===== config.mk =====
export PLATFORM = sky130hd
export DESIGN_NAME = t03_load_store_unit
export DESIGN_NICKNAME = d
export VERILOG_FILES = /design/src/rtl/t03_load_store_unit.sv
export SDC_FILE = /design/constraint.sdc
export NUM_CORES = 1
export LEC_CHECK = 0
export ABC_AREA = 1
export CAP_MARGIN = 20
export CORE_AREA = 2 2 112 114
export CTS_CLUSTER_DIAMETER = 50
export DETAILED_ROUTE_END_ITERATION = 8
export DIE_AREA = 0 0 114 116
export PLACE_DENSITY_LB_ADDON = 0.05
export SYNTH_ARGS = -nofsm -noshare
export SYNTH_HDL_FRONTEND = slang
export SYNTH_SLANG_ARGS = --single-unit

===== constraint.sdc =====
create_clock -name clk -period 2.5 [get_ports clk]
set_input_delay 0.5 -clock clk [delete_from_list [all_inputs] [get_ports clk]]
set_output_delay 0.5 -clock clk [all_outputs]
set_load 0.01 [all_outputs]

===== src/rtl/t03_load_store_unit.sv =====
// rtl/t03_load_store_unit.sv - load/store unit bridging pipeline memory ops to a word bus
// Single outstanding access; lane steering on issue, extraction and extension on ack.
module t03_load_store_unit #(
    parameter int unsigned BUS_TIMEOUT = 255
) (
    input  logic        clk,
    input  logic        rst,
    input  logic        memRead,
    input  logic        memWrite,
    input  logic [2:0]  funct3,
    input  logic [31:0] addr,
    input  logic [31:0] wdata,
    input  logic [31:0] bus_rdata,
    input  logic        bus_ack,
    output logic        bus_read,
    output logic        bus_write,
    output logic [31:0] bus_addr,
    output logic [31:0] bus_wdata,
    output logic [3:0]  bus_sel,
    output logic [31:0] load_data,
    output logic        done,
    output logic        stall,
    output logic [1:0]  fault
);

    typedef enum logic [1:0] {IDLE, ACCESS, DONE} state_t;

    localparam logic [7:0] TO_LAST = 8'(BUS_TIMEOUT - 1);

    state_t      state;
    logic [7:0]  cycle_cnt;
    logic [1:0]  addr_lo_q;
    logic [2:0]  funct3_q;
    logic        is_store_q;

    logic        req;
    logic        req_illegal;
    logic        req_misaligned;
    logic [3:0]  req_sel;
    logic [31:0] req_wdata;
    logic [7:0]  rd_byte;
    logic [15:0] rd_half;
    logic [31:0] ext_data;

    assign req   = memRead | memWrite;
    assign stall = (state == ACCESS) || ((state == IDLE) && req);

    // Unsigned variants only exist for loads, so 1xx on a store is illegal too.
    assign req_illegal    = (funct3 == 3'b011) || (funct3[2:1] == 2'b11) || (memWrite && funct3[2]);
    assign req_misaligned = ((funct3[1:0] == 2'b01) && addr[0]) ||
                            ((funct3[1:0] == 2'b10) && (addr[1:0] != 2'b00));

    always_comb begin
        req_sel   = 4'b1111;
        req_wdata = wdata;
        case (funct3[1:0])
            2'b00: begin
                req_sel   = 4'b0001 << addr[1:0];
                req_wdata = {4{wdata[7:0]}};
            end
            2'b01: begin
                req_sel   = addr[1] ? 4'b1100 : 4'b0011;
                req_wdata = {2{wdata[15:0]}};
            end
            default: begin
                req_sel   = 4'b1111;
                req_wdata = wdata;
            end
        endcase
    end

    always_comb begin
        rd_byte  = bus_rdata[7:0];
        case (addr_lo_q)
            2'd0:    rd_byte = bus_rdata[7:0];
            2'd1:    rd_byte = bus_rdata[15:8];
            2'd2:    rd_byte = bus_rdata[23:16];
            default: rd_byte = bus_rdata[31:24];
        endcase
        rd_half  = addr_lo_q[1] ? bus_rdata[31:16] : bus_rdata[15:0];
        case (funct3_q)
            3'b000:  ext_data = {{24{rd_byte[7]}}, rd_byte};
            3'b001:  ext_data = {{16{rd_half[15]}}, rd_half};
            3'b100:  ext_data = {24'b0, rd_byte};
            3'b101:  ext_data = {16'b0, rd_half};
            default: ext_data = bus_rdata;
        endcase
    end

    always_ff @(posedge clk) begin
        if (rst) begin
            state      <= IDLE;
            cycle_cnt  <= 8'd0;
            addr_lo_q  <= 2'd0;
            funct3_q   <= 3'd0;
            is_store_q <= 1'b0;
            bus_read   <= 1'b0;
            bus_write  <= 1'b0;
            bus_addr   <= 32'd0;
            bus_wdata  <= 32'd0;
            bus_sel    <= 4'd0;
            load_data  <= 32'd0;
            done       <= 1'b0;
            fault      <= 2'b00;
        end else begin
            case (state)
                IDLE: begin
                    done  <= 1'b0;
                    fault <= 2'b00;
                    if (req) begin
                        addr_lo_q  <= addr[1:0];
                        funct3_q   <= funct3;
                        is_store_q <= memWrite;
                        if (req_illegal || req_misaligned) begin
                            state <= DONE;
                            done  <= 1'b1;
                            fault <= req_illegal ? 2'b11 : 2'b01;
                        end else begin
                            state     <= ACCESS;
                            cycle_cnt <= 8'd0;
                            bus_read  <= ~memWrite;
                            bus_write <= memWrite;
                            bus_addr  <= {addr[31:2], 2'b00};
                            bus_sel   <= req_sel;
                            bus_wdata <= req_wdata;
                        end
                    end
                end
                ACCESS: begin
                    // An ack landing on the final counted cycle still counts as success.
                    if (bus_ack || (cycle_cnt == TO_LAST)) begin
                        state     <= DONE;
                        done      <= 1'b1;
                        fault     <= bus_ack ? 2'b00 : 2'b10;
                        bus_read  <= 1'b0;
                        bus_write <= 1'b0;
                        bus_addr  <= 32'd0;
                        bus_sel   <= 4'd0;
                        bus_wdata <= 32'd0;
                        if (!is_store_q) begin
                            load_data <= bus_ack ? ext_data : 32'd0;
                        end
                    end else begin
                        cycle_cnt <= cycle_cnt + 8'd1;
                    end
                end
                DONE: begin
                    state <= IDLE;
                    done  <= 1'b0;
                    fault <= 2'b00;
                end
                default: begin
                    state <= IDLE;
                end
            endcase
        end
    end

endmodule


==> impl_metrics.py <==
metrics = {
    "sta": {
        "final-setup-viol-count": 0,
        "relSlewSlack": 0.419,
        "hold_viol_final": 0,
        "period_minus_slack_ns": 2.33,
        "maxSlewViolCount": 0,
        "post-route-period-util": 0.934,
        "max_slew.worst_pin.slew_ns": 0.871,
        "holdWs_ns": 0.457,
        "rsz0062_at_grt": "false",
        "tns_ns": 0,
        "finClkSkew_ns": 0.00842,
        "fmax_mhz": 428,
    },
    "critical_path": {
        "path_class": "flip-flop to output pin",
        "start_kind": "flip-flop",
        "crit_start": "state[1]",
        "crit_required_ns": 2.00,
        "reg2reg_from": "funct3_q[0]",
        "crit_fanout": 11,
        "ff2ff_setup_slack_ns": 0.48,
        "worstRegToRegCells": 6,
        "cp-end-kind": "output pin",
        "reg2reg_to": "load_data[2]",
        "critPathArrivalTime_ns": 1.83,
    },
    "die": {
        "dieArea_sq_mm": 0.0132,
        "die_w_microns": 114,
        "num_rows": 40,
        "num_io_pins": 210,
        "start_util": 0.473,
        "core_sq_mm": 0.0119,
        "die_h_microns": 116,
    },
    "power_and_ir_drop": {
        "seqPwrFrac": 0.377,
        "p_sw_mw": 1.55,
        "power.density_mw_per_mm2": 657,
        "vdd_ir_drop_max_v": 0.000412,
        "p_int_mw": 3.96,
        "cellLeakagePower_nw": 3.25,
        "comb_power_share": 0.208,
        "p_sw_frac": 0.282,
        "clkPwrFrac": 0.415,
    },
    "min_path": {
        "hold_class": "flip-flop to flip-flop",
        "hold_depth": 2,
        "hold-path-endpoint": "bus_wdata[19]",
        "hp-start": "bus_wdata[19]",
    },
    "place": {
        "dp_hpwl_microns": 11700,
        "placedCellCount": 1162,
        "portBuffers": 207,
        "post_dp_cell_area_sq_mm": 0.00783,
        "place_congestion": 0.862,
    },
    "global_routing": {
        "met3_usage": 0.0659,
        "use_met1": 0.300,
        "grt_pass1_vias": 5497,
        "grt_max_degree": 83,
        "grt_use_total": 0.251,
        "grt_overflow_total": 0,
        "top_usage_layer": "met2",
        "met2_usage": 0.433,
        "antenna_found_initial": 0,
        "grt_pass1_wl_microns": 26500,
    },
    "route": {
        "wl_microns": 16700,
        "firstDrtPassIters": 5,
        "drt_iter0_drc": 343,
        "vias": 5982,
        "drc": 0,
        "wl_per_cell_microns": 14.0,
        "viasPerCell": 5.01,
        "ant_nets": 0,
    },
    "finish": {
        "postLayoutCellArea_sq_mm": 0.00839,
        "final_cells": 1193,
        "final_common_cell": "nand2_1",
        "synthToLayoutAreaGrowth_pct": 48.8,
        "final_cell_mix": "nand2_1, clkdlybuf4s50_1, a21oi_1",
        "final_nets": 1143,
        "final_util": 0.704,
        "antennaDiodeCount": 0,
        "layout-drive-gt1-share": 0.0688,
    },
    "yosys": {
        "ys_dominant_reg_cell": "dfxtp_1",
        "ys_types": 30,
        "async_flop_share": 0,
        "synthCells": 837,
        "ys_warn_count": 0,
        "yosysSeqAreaShare": 0.422,
        "synth_edf_count": 0,
        "syn_area_sq_mm": 0.00564,
        "ys_seq_elements": 119,
        "avgSynthCellArea_sq_um": 6.74,
    },
    "clock_network": {
        "root_buffer": "clkbuf_16",
        "cts_made_buffers": 17,
        "clock-sinks": 119,
        "cts_hold_buf": 0,
        "clock_path_buffers": 2,
        "clk_latency_ns": 0.41,
        "h-tree-depth": 4,
        "path_clk_slew_ns": 0.05,
        "cts_tree": "built",
    },
    "flow_run": {
        "max-cap-violations": 0,
    },
    "run_status": {
        "status": "finished, final reports clean",
    },
}
-- power by group through the flow --
stage	Clock (mW)	Combinational [mW]	Sequential (mW)
2_1_floorplan	0	0.590	2.14
3_3_place_gp	0	1.14	2.11
3_5_place_dp	0	1.14	2.11
4_1_cts	2.31	1.15	2.08
5_1_grt	2.41	1.27	2.09
6_report	2.29	1.15	2.08
-- cell usage after synthesis, types with 2 or more instances --
library cell | instances | area, sq um
a211oi_1 | 4 | 30.0
a21oi_1 | 135 | 676
buf_1 | 4 | 15.0
buf_2 | 14 | 70.1
buf_4 | 8 | 60.1
buf_6 | 7 | 78.8
clkbuf_1 | 22 | 82.6
clkinv_1 | 2 | 7.51
dfxtp_1 | 119 | 2380
ha_1 | 5 | 62.6
inv_1 | 47 | 176
inv_2 | 4 | 15.0
nand2_1 | 236 | 886
nand2_2 | 5 | 31.3
nand3_1 | 49 | 245
nand3_2 | 2 | 20.0
nor2_1 | 92 | 345
nor2_2 | 4 | 25.0
nor3_1 | 4 | 20.0
o211ai_1 | 6 | 45.0
o21a_1 | 3 | 22.5
o21ai_0 | 55 | 275
o21ai_1 | 2 | 10.0
xor2_1 | 2 | 17.5
-- metrics by stage --
| step | worst slack (ns) | power [mW] |
|---|---|---|
| detailed placement | 0.189 | 3.26 |
| CTS | 0.153 | 5.54 |
| global placement | 0.205 | 3.25 |
| floorplan | 0.728 | 2.73 |
| finish | 0.166 | 5.51 |
| global route | 0.0331 | 5.77 |
-- logic make-up (layout without fill, tap and decap cells) --
| kind of cell | after synthesis | in the layout | share of synthesized area |
|---|---|---|---|
| compound gates | 207 | 207 | 0.190 |
| xor+xnor | 3 | 3 | 0.00466 |
| fa+ha+maj | 5 | 5 | 0.0111 |
| buf+inv | 108 | 316 | 0.0896 |
| flops | 119 | 119 | 0.422 |
| other cells | 1 | 2 | 0.000665 |
| simple gates | 394 | 394 | 0.281 |
-- worst max path at each step --
| stage | end | slack (ns) | depth (start not counted) |
|---|---|---|---|
| 2_1_floorplan | stall | 0.73 | 6 |
| 3_3_place_gp | stall | 0.20 | 4 |
| 3_5_place_dp | stall | 0.19 | 4 |
| 4_1_cts | stall | 0.15 | 5 |
| 5_1_grt | stall | 0.03 | 5 |
| 6_report | stall | 0.17 | 5 |
-- final cells by class --
| cell class | count | area, sq um |
|---|---|---|
| fill | 1066 | 3520 |
| multi-input combinational | 611 | 2760 |
| sequential | 119 | 2380 |
| timing repair buffer | 232 | 2300 |
| clock buffer | 20 | 457 |
| inverter | 53 | 200 |
| tap | 147 | 184 |
| clock inverter | 11 | 103 |
-- state kept, by name, summed over array words and instances (netlist names) --
| name | cells |
|---|---|
| bus_wdata | 32 |
| load_data | 32 |
| bus_addr | 30 |
| cycle_cnt | 8 |
| bus_sel | 4 |
| funct3_q | 3 |
| addr_lo_q | 2 |
| fault | 2 |
| state | 2 |
| bus_read | 1 |
| bus_write | 1 |
| done | 1 |
| is_store_q | 1 |
-- critical path, cell delays in order (launching register included) --
cell and delay (ns):
dfxtp_1 0.31, inv_1 0.09, ha_1 0.19, clkinv_2 0.17, o21ai_0 0.12, clkdlybuf4s50_1 0.56
-- routing by layer --
metal  wire length (microns)  vias to the layer above
li1                        -                     3110
met3                    1020                       28
met2                    8100                      190
met1                    7150                     2654
met4                     378                        0
met5                       0                        -
-- repair_timing --
item / in CTS / in global routing
gates resized for setup: 1 / 0
endpoints found under the setup margin: 1 / 0
endpoints found under the hold margin: 0 / 0
setup buffers: 0 / 0
Note: power is estimated with default switching activity, not from simulation.
